`config.mk`:
```
export PLATFORM = sky130hd
export DESIGN_NAME = cmp_seq
export DESIGN_NICKNAME = d
export VERILOG_FILES = /design/src/rtl/cmp_seq.sv
export SDC_FILE = /design/constraint.sdc
export NUM_CORES = 1
export LEC_CHECK = 0
export BUFFER_PORTS_ARGS = -buffer_cell sky130_fd_sc_hd__buf_4
export CAP_MARGIN = 20
export CORE_MARGIN = 2
export CORE_UTILIZATION = 61
export DETAILED_ROUTE_END_ITERATION = 10
export PLACE_DENSITY = 0.82
export SYNTH_ARGS = -nofsm -noshare
export SYNTH_HDL_FRONTEND = slang
export SYNTH_SLANG_ARGS = --single-unit
```
`constraint.sdc`:
```
create_clock -name clk -period 2.79 [get_ports clk]
set_input_delay 0.558 -clock clk [delete_from_list [all_inputs] [get_ports clk]]
set_output_delay 0.558 -clock clk [all_outputs]
set_load 0.05 [all_outputs]
```
`src/rtl/cmp_seq.sv`:
```
// -----------------------------------------------------------------------------
// cmp_seq : comparator phase sequencer
//
// Generates non-overlapping comparator clocks (cmp_p1 / cmp_p2), an
// offset-zero / precharge enable, and a one-cycle result strobe. Channels are
// served round-robin, one channel per P1/P2 loop.
//
// Run loop      : ZERO -> G2 -> P1 -> G1 -> P2 -> G2 -> P1 ...
// The G2 phase is the only decision point: leave to IDLE, insert a ZERO
// phase, or start the next P1.
//
// Ports
//   clk     in   single clock, all state updates on the rising edge
//   reset   in   asynchronous active-high reset
//   enable  in   level; high runs the sequencer, low parks it in IDLE
//   rezero  in   one-cycle request for a zero phase, held pending until served
//   cmp_p1  out  comparator phase-1 clock
//   cmp_p2  out  comparator phase-2 clock (high in IDLE)
//   zero    out  offset-zero / precharge enable
//   sample  out  strobe in the last P2 cycle: result valid for ch_sel
//   ch_sel  out  channel being converted
//   busy    out  high in every state except IDLE
// -----------------------------------------------------------------------------
module cmp_seq #(
   parameter int NCH         = 4,
   parameter int CNT_W       = 8,
   parameter int ZERO_CYCLES = 8,
   parameter int P1_CYCLES   = 4,
   parameter int P2_CYCLES   = 4,
   parameter int GAP_CYCLES  = 1,
   localparam int CH_W       = (NCH > 1) ? $clog2(NCH) : 1
) (
   input  logic            clk,
   input  logic            reset,
   input  logic            enable,
   input  logic            rezero,
   output logic            cmp_p1,
   output logic            cmp_p2,
   output logic            zero,
   output logic            sample,
   output logic [CH_W-1:0] ch_sel,
   output logic            busy
);

   // Parameter legality: a zero-length gap would let p1 and p2 touch.
   if (GAP_CYCLES < 1 || GAP_CYCLES > (2**CNT_W) - 1) begin : g_bad_gap
      $error("cmp_seq: GAP_CYCLES must be in 1..2^CNT_W-1");
   end
   if (ZERO_CYCLES < 1 || ZERO_CYCLES > (2**CNT_W) - 1) begin : g_bad_zero
      $error("cmp_seq: ZERO_CYCLES must be in 1..2^CNT_W-1");
   end
   if (P1_CYCLES < 1 || P1_CYCLES > (2**CNT_W) - 1) begin : g_bad_p1
      $error("cmp_seq: P1_CYCLES must be in 1..2^CNT_W-1");
   end
   if (P2_CYCLES < 1 || P2_CYCLES > (2**CNT_W) - 1) begin : g_bad_p2
      $error("cmp_seq: P2_CYCLES must be in 1..2^CNT_W-1");
   end
   if (NCH < 1) begin : g_bad_nch
      $error("cmp_seq: NCH must be at least 1");
   end

   typedef enum logic [2:0] {
      S_IDLE,
      S_ZERO,
      S_G2,
      S_P1,
      S_G1,
      S_P2
   } state_t;

   localparam logic [CNT_W-1:0] ZERO_LAST = CNT_W'(ZERO_CYCLES - 1);
   localparam logic [CNT_W-1:0] P1_LAST   = CNT_W'(P1_CYCLES - 1);
   localparam logic [CNT_W-1:0] P2_LAST   = CNT_W'(P2_CYCLES - 1);
   localparam logic [CNT_W-1:0] GAP_LAST  = CNT_W'(GAP_CYCLES - 1);
   localparam logic [CH_W-1:0]  CH_LAST   = CH_W'(NCH - 1);

   state_t            state_q, state_d;
   logic [CNT_W-1:0]  cnt_q, cnt_d;
   logic              pend_q, pend_d;
   logic [CH_W-1:0]   ch_q, ch_d;
   logic              p1_q, p1_d;
   logic              p2_q, p2_d;
   logic              zero_q, zero_d;
   logic              sample_q, sample_d;
   logic              busy_q, busy_d;

   always_ff @(posedge clk or posedge reset) begin
      if (reset) begin
         state_q  <= S_IDLE;
         cnt_q    <= '0;
         pend_q   <= 1'b0;
         ch_q     <= '0;
         p1_q     <= 1'b0;
         p2_q     <= 1'b1;
         zero_q   <= 1'b0;
         sample_q <= 1'b0;
         busy_q   <= 1'b0;
      end else begin
         state_q  <= state_d;
         cnt_q    <= cnt_d;
         pend_q   <= pend_d;
         ch_q     <= ch_d;
         p1_q     <= p1_d;
         p2_q     <= p2_d;
         zero_q   <= zero_d;
         sample_q <= sample_d;
         busy_q   <= busy_d;
      end
   end

   always_comb begin
      state_d = state_q;
      cnt_d   = cnt_q + 1'b1;
      pend_d  = pend_q | rezero;
      ch_d    = ch_q;

      case (state_q)
         S_IDLE: begin
            cnt_d = '0;
            if (enable) state_d = S_ZERO;
         end
         S_ZERO: if (cnt_q == ZERO_LAST) state_d = S_G2;
         S_G2: begin
            if (cnt_q == GAP_LAST) begin
               if (!enable)     state_d = S_IDLE;
               else if (pend_q) state_d = S_ZERO;
               else             state_d = S_P1;
            end
         end
         S_P1: if (cnt_q == P1_LAST) state_d = S_G1;
         S_G1: if (cnt_q == GAP_LAST) state_d = S_P2;
         S_P2: begin
            if (cnt_q == P2_LAST) begin
               state_d = S_G2;
               ch_d    = (ch_q == CH_LAST) ? '0 : ch_q + 1'b1;
            end
         end
         default: state_d = S_IDLE;
      endcase

      // Every phase starts counting from zero.
      if (state_d != state_q) cnt_d = '0;

      // Entering ZERO services the request; a rezero arriving on that same
      // edge is swallowed rather than queuing a second zero phase.
      if (state_d == S_ZERO && state_q != S_ZERO) begin
         pend_d = 1'b0;
         ch_d   = '0;
      end
      if (state_d == S_IDLE) ch_d = '0;

      // Outputs are decoded from the next state so they are registered and
      // move on the same edge as the state itself.
      p1_d     = (state_d == S_P1);
      p2_d     = (state_d == S_P2) || (state_d == S_IDLE);
      zero_d   = (state_d == S_ZERO);
      sample_d = (state_d == S_P2) && (cnt_d == P2_LAST);
      busy_d   = (state_d != S_IDLE);
   end

   assign cmp_p1 = p1_q;
   assign cmp_p2 = p2_q;
   assign zero   = zero_q;
   assign sample = sample_q;
   assign ch_sel = ch_q;
   assign busy   = busy_q;

endmodule

```
==> results.txt, run 1 <==
Largest net degree at the start of global routing: 20
Clock-pin slew on the worst setup and hold paths: 0.11 ns
Clock Latency Late Sink: 0.31 ns
Layout Nets: 133
Final setup violation count: 0
Yosys cell types: 42
Worst slew pin tran: 0.729 ns
PwrDens: 916 nW/µm²
Clk sinks: 19
Initial antenna violation count: 0
Row cnt: 15
Crit Path Max Fanout: 9
Core area: 1730 µm²
Via/cell ratio: 5.53
Avg WL per Cell: 14.4 µm
Placed Area: 1190 µm²
Clock power share: 0.129
CP endpoint kind: flop
Max Slew Vio Count: 0
Share of cells above drive strength 1: 0.192
Gp weighted congestion: 0.836
Crit path launch type: flop
Critical Path RT: 2.97 ns
Global-route wire length before repair: 3.60 mm
Finished Cell Area: 1210 µm²
Postcts setup bufs: 0
Longest Clk Path Bufs: 2
Power share of the combinational group: 0.488
Post-synthesis cell count: 118
Psw: 494 µW
Final clock period utilization by the worst path: 0.666
Sequential Power Share: 0.383
Post-Syn Area: 1120 µm²
Hold-fix buffers, CTS: 0
Leakage: 0.000565 µW
Ant diodes: 0
Drt first pass iters: 4
Int Pwr: 618 µW
DP Wirelength: 1.50 mm
Register bit count reported by yosys: 19
CP arrival: 2.04 ns
Mean Syn Cell Area: 9.50 µm²
PortBufs: 10
Clock Tree Root: clkbuf_4
Syn_nets: 125
MaxCap Viol Count: 0
Switch share: 0.444
Final worst slack: 0.932 ns
Status: finished clean
TritonCTS Buffers: 3
Max-slew headroom at the worst pin: 0.514
DRT iter0 DRCs: 26
Gates resized, CTS repair: 0
GRT overflow: 0
VDD IR-drop max: 0.000496 V
Area Overhead vs Synth: 8.26%
Pre-CTS WS: 0.980 ns
Synth warn: 0
IO Pins: 11
ANT nets after route: 0
Die area: 2200 µm²
FMAX: 538 MHz
GRT Total Usage: 0.236
CTS tree: built
Setup_tns: 0 ns
Horiz. Die Dim: 46.9 µm
Crit path kind: reg -> reg
Hold Path Class: in -> async
Seq/Total Area, Yosys: 0.425
WL final: 2.16 mm
Hold Vio Cnt, Final: 0
DR vias: 829
H-tree depth: 1
Starting density of the core: 0.649
Fin crit period: 1.86 ns
Die Y: 46.9 µm
Vias in the first global route: 782
Clock Skew: 0.00888 ns
DRC: 0
RSZ-0062 raised after global routing: no
-- registers in the layout, indices dropped and copies added, names as in the netlist --
signal and cells:
sample 1, busy 1, zero 1, state_q 3, cnt_q 8, cmp_p1 1
pend_q 1, ch_sel 2, cmp_p2 1
-- Yosys cell counts (all sizes together) --
| master | count | share of area |
|---|---|---|
| a41oi | 1 | 0.0078 |
| dfrtp | 18 | 0.40 |
| o211ai | 1 | 0.011 |
| a31oi | 2 | 0.011 |
| nand4 | 2 | 0.011 |
| o21ai | 3 | 0.013 |
| a21o | 1 | 0.0067 |
| o31ai | 1 | 0.0067 |
| and3 | 1 | 0.0056 |
| a2bb2oi | 1 | 0.0078 |
| ha | 3 | 0.033 |
| inv | 5 | 0.017 |
| xor2 | 5 | 0.039 |
| nor2b | 8 | 0.045 |
| mux2i | 2 | 0.018 |
| nand2b | 4 | 0.022 |
| dfstp | 1 | 0.023 |
| a21oi | 4 | 0.018 |
| o21bai | 2 | 0.017 |
| o22ai | 1 | 0.0056 |
| mux2 | 1 | 0.010 |
| nand3 | 4 | 0.018 |
| buf | 5 | 0.028 |
| a211o | 1 | 0.0078 |
| nor3 | 4 | 0.032 |
| and2 | 4 | 0.023 |
| xnor2 | 2 | 0.016 |
| a31o | 2 | 0.023 |
| nand2 | 7 | 0.023 |
| o2111ai | 1 | 0.0078 |
| nor4bb | 1 | 0.0089 |
| or2 | 1 | 0.0056 |
| nor2 | 15 | 0.050 |
| clkbuf | 2 | 0.0089 |
| or3 | 2 | 0.016 |
-- through the flow --
| step | hold slack (ns) | std cells | power, µW | utilization |
|---|---|---|---|---|
| after floorplan | 0.476 | 118 | 849 | - |
| after global placement | 0.491 | 146 | 958 | 0.687 |
| after detailed placement | 0.510 | 146 | 968 | 0.687 |
| after CTS | 0.382 | 150 | 1120 | 0.703 |
| after global routing | 0.423 | 150 | 1200 | 0.703 |
| final | 0.354 | 150 | 1110 | 0.703 |
-- power groups by stage --
stage	Sequential (µW)	Combinational, µW	Clock (µW)
6_report	426	542	144
5_1_grt	440	604	160
4_1_cts	424	545	147
3_5_place_dp	430	538	0
3_3_place_gp	428	530	0
2_1_floorplan	470	379	0
-- placed cells by master, fill, tap and decap left out, types with 3 or more instances in the layout --
master,n
inv_1,5
and2_1,3
xor2_1,5
buf_4,10
nor2_1,15
nand2b_1,4
nor2b_1,8
clkbuf_4,3
ha_1,3
a21oi_1,4
nand3_1,4
dfrtp_1,18
nand2_1,7
o21ai_0,3
-- kinds of logic after synthesis --
family / synth area share
buffers and inverters: 0.0536
AND/OR/NAND/NOR: 0.261
XOR/XNOR: 0.0547
flip-flops: 0.425
adder cells (fa/ha/maj): 0.0335
multiplexers: 0.0279
AO/OA/AOI/OAI: 0.144
-- cell type report --
cell class,instances,area (µm²)
Clock inverter,1,5.00
Tap cell,25,31.3
Fill cell,143,513
Clock buffer,3,22.5
Multi-Input combinational cell,87,584
Sequential cell,19,477
Inverter,5,18.8
Timing Repair Buffer,10,75.1
-- final timing paths --
path / start / endpoint / slack [ns] / cells past startpoint
setup / recovery: cnt_q[0] / sample / 0.93 / 7
hold / removal: reset / ch_sel[0] / 0.35 / 2
setup reg to reg: cnt_q[0] / sample / 0.93 / 7
hold reg to reg: cnt_q[0] / cnt_q[0] / 0.52 / 1
max in group asynchronous: reset / cnt_q[1] / 1.97 / 2
min in group clk: rezero / pend_q / 0.49 / 3
-- per-layer routing --
metal,part of all wire,GRT usage,vias to the layer above
met2,0.46,0.356,17
met4,0.020,0.100,0
met3,0.033,0.0346,6
met5,0,0,-
li1,-,-,418
met1,0.49,0.337,388
-- worst max-delay path, stage by stage, from the launching register on --
cell      delay, ns
dfrtp_1        0.44
inv_1          0.07
ha_1           0.22
inv_1          0.06
o31ai_1        0.33
a21oi_1        0.13
o21bai_2       0.36
nor4bb_1       0.10
Note: power is estimated with default switching activity, not from simulation.
==> inputs of run 2 (changes only) <==
Settings changed: CORE_ASPECT_RATIO set to 0.6, CORE_UTILIZATION 61 to 51, PLACE_DENSITY 0.82 to 0.73.
Clock period 2.79 ns to 1.53 ns, I/O delays scaled along.
==> run 2 against run 1 <==
Compared with the run above: count of clock-buffer cells in the layout stayed put; final area grew 34%; the flow now finishes with violations (setup timing); final cell count up 29%; total power increased by 140%; maximum frequency is 7.8% higher; sequential share of layout area down 10 points; sequential power grew 77%; clock skew decreased by 0.0050 ns; worst hold slack got worse by 0.34 ns; combinational power grew to 3.0 times the previous value.
==> results.txt, run 2 (synthesized netlist as in run 1, its figures left out) <==
Max FFs per register: 8 (unchanged)
Most frequent cells in the layout: 45 x buf_4, 17 x dfrtp_1, 15 x nor2_1, 8 x nor2b_1, 7 x nand2_1
TritonCTS Buffers: 3 (unchanged)
PwrDens: 1630 nW/µm² (+78%)
Internal reg-to-reg setup slack: -0.19 ns (-1.13 ns)
Ant diodes: 0 (unchanged)
Crit Path Max Fanout: 6 (-3)
Worst Reg-to-Reg Cells: 6 (-1)
Vias in the first global route: 889 (+14%)
Via/cell ratio: 5.47 (-1.0%)
Starting density of the core: 0.530 (-0.119)
Crit path launch type: flop
Leakage: 0.000778 µW (+38%)
Hold Path Class: in -> async
Share of cells above drive strength 1: 0.482 (+0.290)
Delay-heaviest family, CP: simple AND/OR/NAND/NOR gates
Gp weighted congestion: 0.908 (+8.6%)
Crit path kind: reg -> reg
Total Power: 2660 µW (+140%)
WL final: 2.95 mm (+36%)
DR vias: 1,061 (+28%)
Drt first pass iters: 4 (unchanged)
CTS tree: built
Top reg by flops: cnt_q
Core area: 2110 µm² (+22%)
Initial antenna violation count: 0 (unchanged)
Largest net degree at the start of global routing: 20 (unchanged)
Critical Path RT: 1.73 ns (-1.24 ns)
Row cnt: 13 (-2)
R2R Path End: busy
Failing checks: setup timing
Global-route wire length before repair: 4.37 mm (+21%)
Clk sinks: 19 (unchanged)
Die area: 2600 µm² (+18%)
Horiz. Die Dim: 64.5 µm (+38%)
Setup_tns: -1.95 ns (-1.95 ns)
Cells after DPL: 184 (+26%)
H-tree depth: 1 (unchanged)
DP Wirelength: 2.11 mm (+40%)
Final clock period utilization by the worst path: 1.13 (+0.461)
Avg WL per Cell: 15.2 µm (+5.4%)
Hold Vio Cnt, Final: 0 (unchanged)
Crit-path cells: buf_6, nor3_4, and3_4, o21ai_1, a31o_4, or2_1
Layout Nets: 172 (+29%)
Fin crit period: 1.72 ns (-0.134 ns)
RSZ-0062 raised after global routing: yes
Largest stage delay, worst path: 0.40 ns (-0.04 ns)
Clock Latency Late Sink: 0.31 ns (about the same)
Worst Path Buf+Inv: 1 (-1)
FMAX: 580 MHz (+7.8%)
Max-slew headroom at the worst pin: 0.792 (+0.278)
DRC: 0 (unchanged)
Clock-pin slew on the worst setup and hold paths: 0.11 ns (about the same)
Max Slew Vio Count: 0 (unchanged)
GRT overflow: 0 (unchanged)
MaxCap Viol Count: 0 (unchanged)
Final setup violation count: 17 (+17)
VDD IR-drop max: 0.000896 V (+81%)
Sequential cell area: 478 µm² (+0.26%)
Die Y: 40.3 µm (-14%)
DRT iter0 DRCs: 69 (+170%)
Final Non-Filler Cells: 194 (+29%)
GRT Total Usage: 0.240 (+0.00380)
Longest Clk Path Bufs: 2 (unchanged)
Worst slew pin tran: 0.310 ns (-0.418 ns)
ANT nets after route: 0 (unchanged)
Area of the multi-input gates: 698 µm² (+19%)
Fillcell total: 148 (+3.5%)
Clock Tree Root: clkbuf_4
Final worst slack: -0.194 ns (-1.13 ns)
Area Overhead vs Synth: 45.5%
PortBufs: 10 (unchanged)
Commonest non-fill, non-tap cell in the layout: buf_4
Clock Skew: 0.00391 ns (-0.00497 ns)
CP endpoint kind: flop
Worst R2R Start: cnt_q[7]
IO Pins: 11 (unchanged)
CP arrival: 1.93 ns (-0.11 ns)
Status: complete, but fails checks
Slowest library cell on the worst path: dfrtp_1
[run 2: timing repair]
| item | in CTS | in global routing |
|---|---|---|
| setup endpoints to repair | 18 | 19 |
| hold buffers | 0 | 0 |
| buffers inserted | 5 | 1 |
| endpoints found under the hold margin | 0 | 0 |
| pin swaps | 8 | 15 |
| gates resized for setup | 11 | 17 |
| cloned | 0 | 1 |
[run 2: report_power, final]
part | total (µW) | leakage, µW | internal (µW) | switching (µW)
logic | 1640 | 0.000519 | 757 | 886
clock network | 263 | 0.0000177 | 97.8 | 165
registers | 752 | 0.000242 | 634 | 118
total | 2660 | 0.000778 | 1490 | 1170
[run 2: per-stage QoR]
| stage | instance area [µm²] | hold slack (ns) | worst slack, ns | utilization |
|---|---|---|---|---|
| after floorplan | 1120 | 0.256 | -0.134 | - |
| after global placement | 1440 | 0.344 | -0.193 | 0.681 |
| after detailed placement | 1440 | 0.359 | -0.259 | 0.681 |
| after CTS | 1540 | 0.0140 | -0.207 | 0.728 |
| after global routing | 1630 | 0.0114 | -0.232 | 0.772 |
| final | 1630 | 0.0108 | -0.194 | 0.772 |
[run 2: cell type report]
cell class | instances | share of cell area
multi-input cells | 88 | 0.428
clock inverters | 1 | 0.00307
flip-flops and latches | 19 | 0.293
well taps | 30 | 0.0230
clock buffers | 3 | 0.0138
inverters | 5 | 0.0115
repair buffers | 48 | 0.228
[run 2: how the worst max path moves through the flow]
stage / end / slack (ns) / startpoint / cells past startpoint
after floorplan: busy / -0.13 / cnt_q[3] / 6
after global placement: busy / -0.19 / cnt_q[7] / 5
after detailed placement: sample / -0.26 / cnt_q[0] / 8
after CTS: busy / -0.21 / cnt_q[3] / 5
after global routing: sample / -0.23 / cnt_q[0] / 6
final: busy / -0.19 / cnt_q[7] / 6
[run 2: per-layer routing]
metal	wire (µm)	GRT usage
met1	1450	0.335
met2	1300	0.378
met3	173	0.0534
met4	21	0.0798
met5	0	0
[run 2: worst register-to-register path: cells and delay by family (launching register included)]
kind	cells	cell delay, ns
buf+inv	1	0.13
flops	1	0.40
simple gates	3	0.75
compound gates	2	0.34
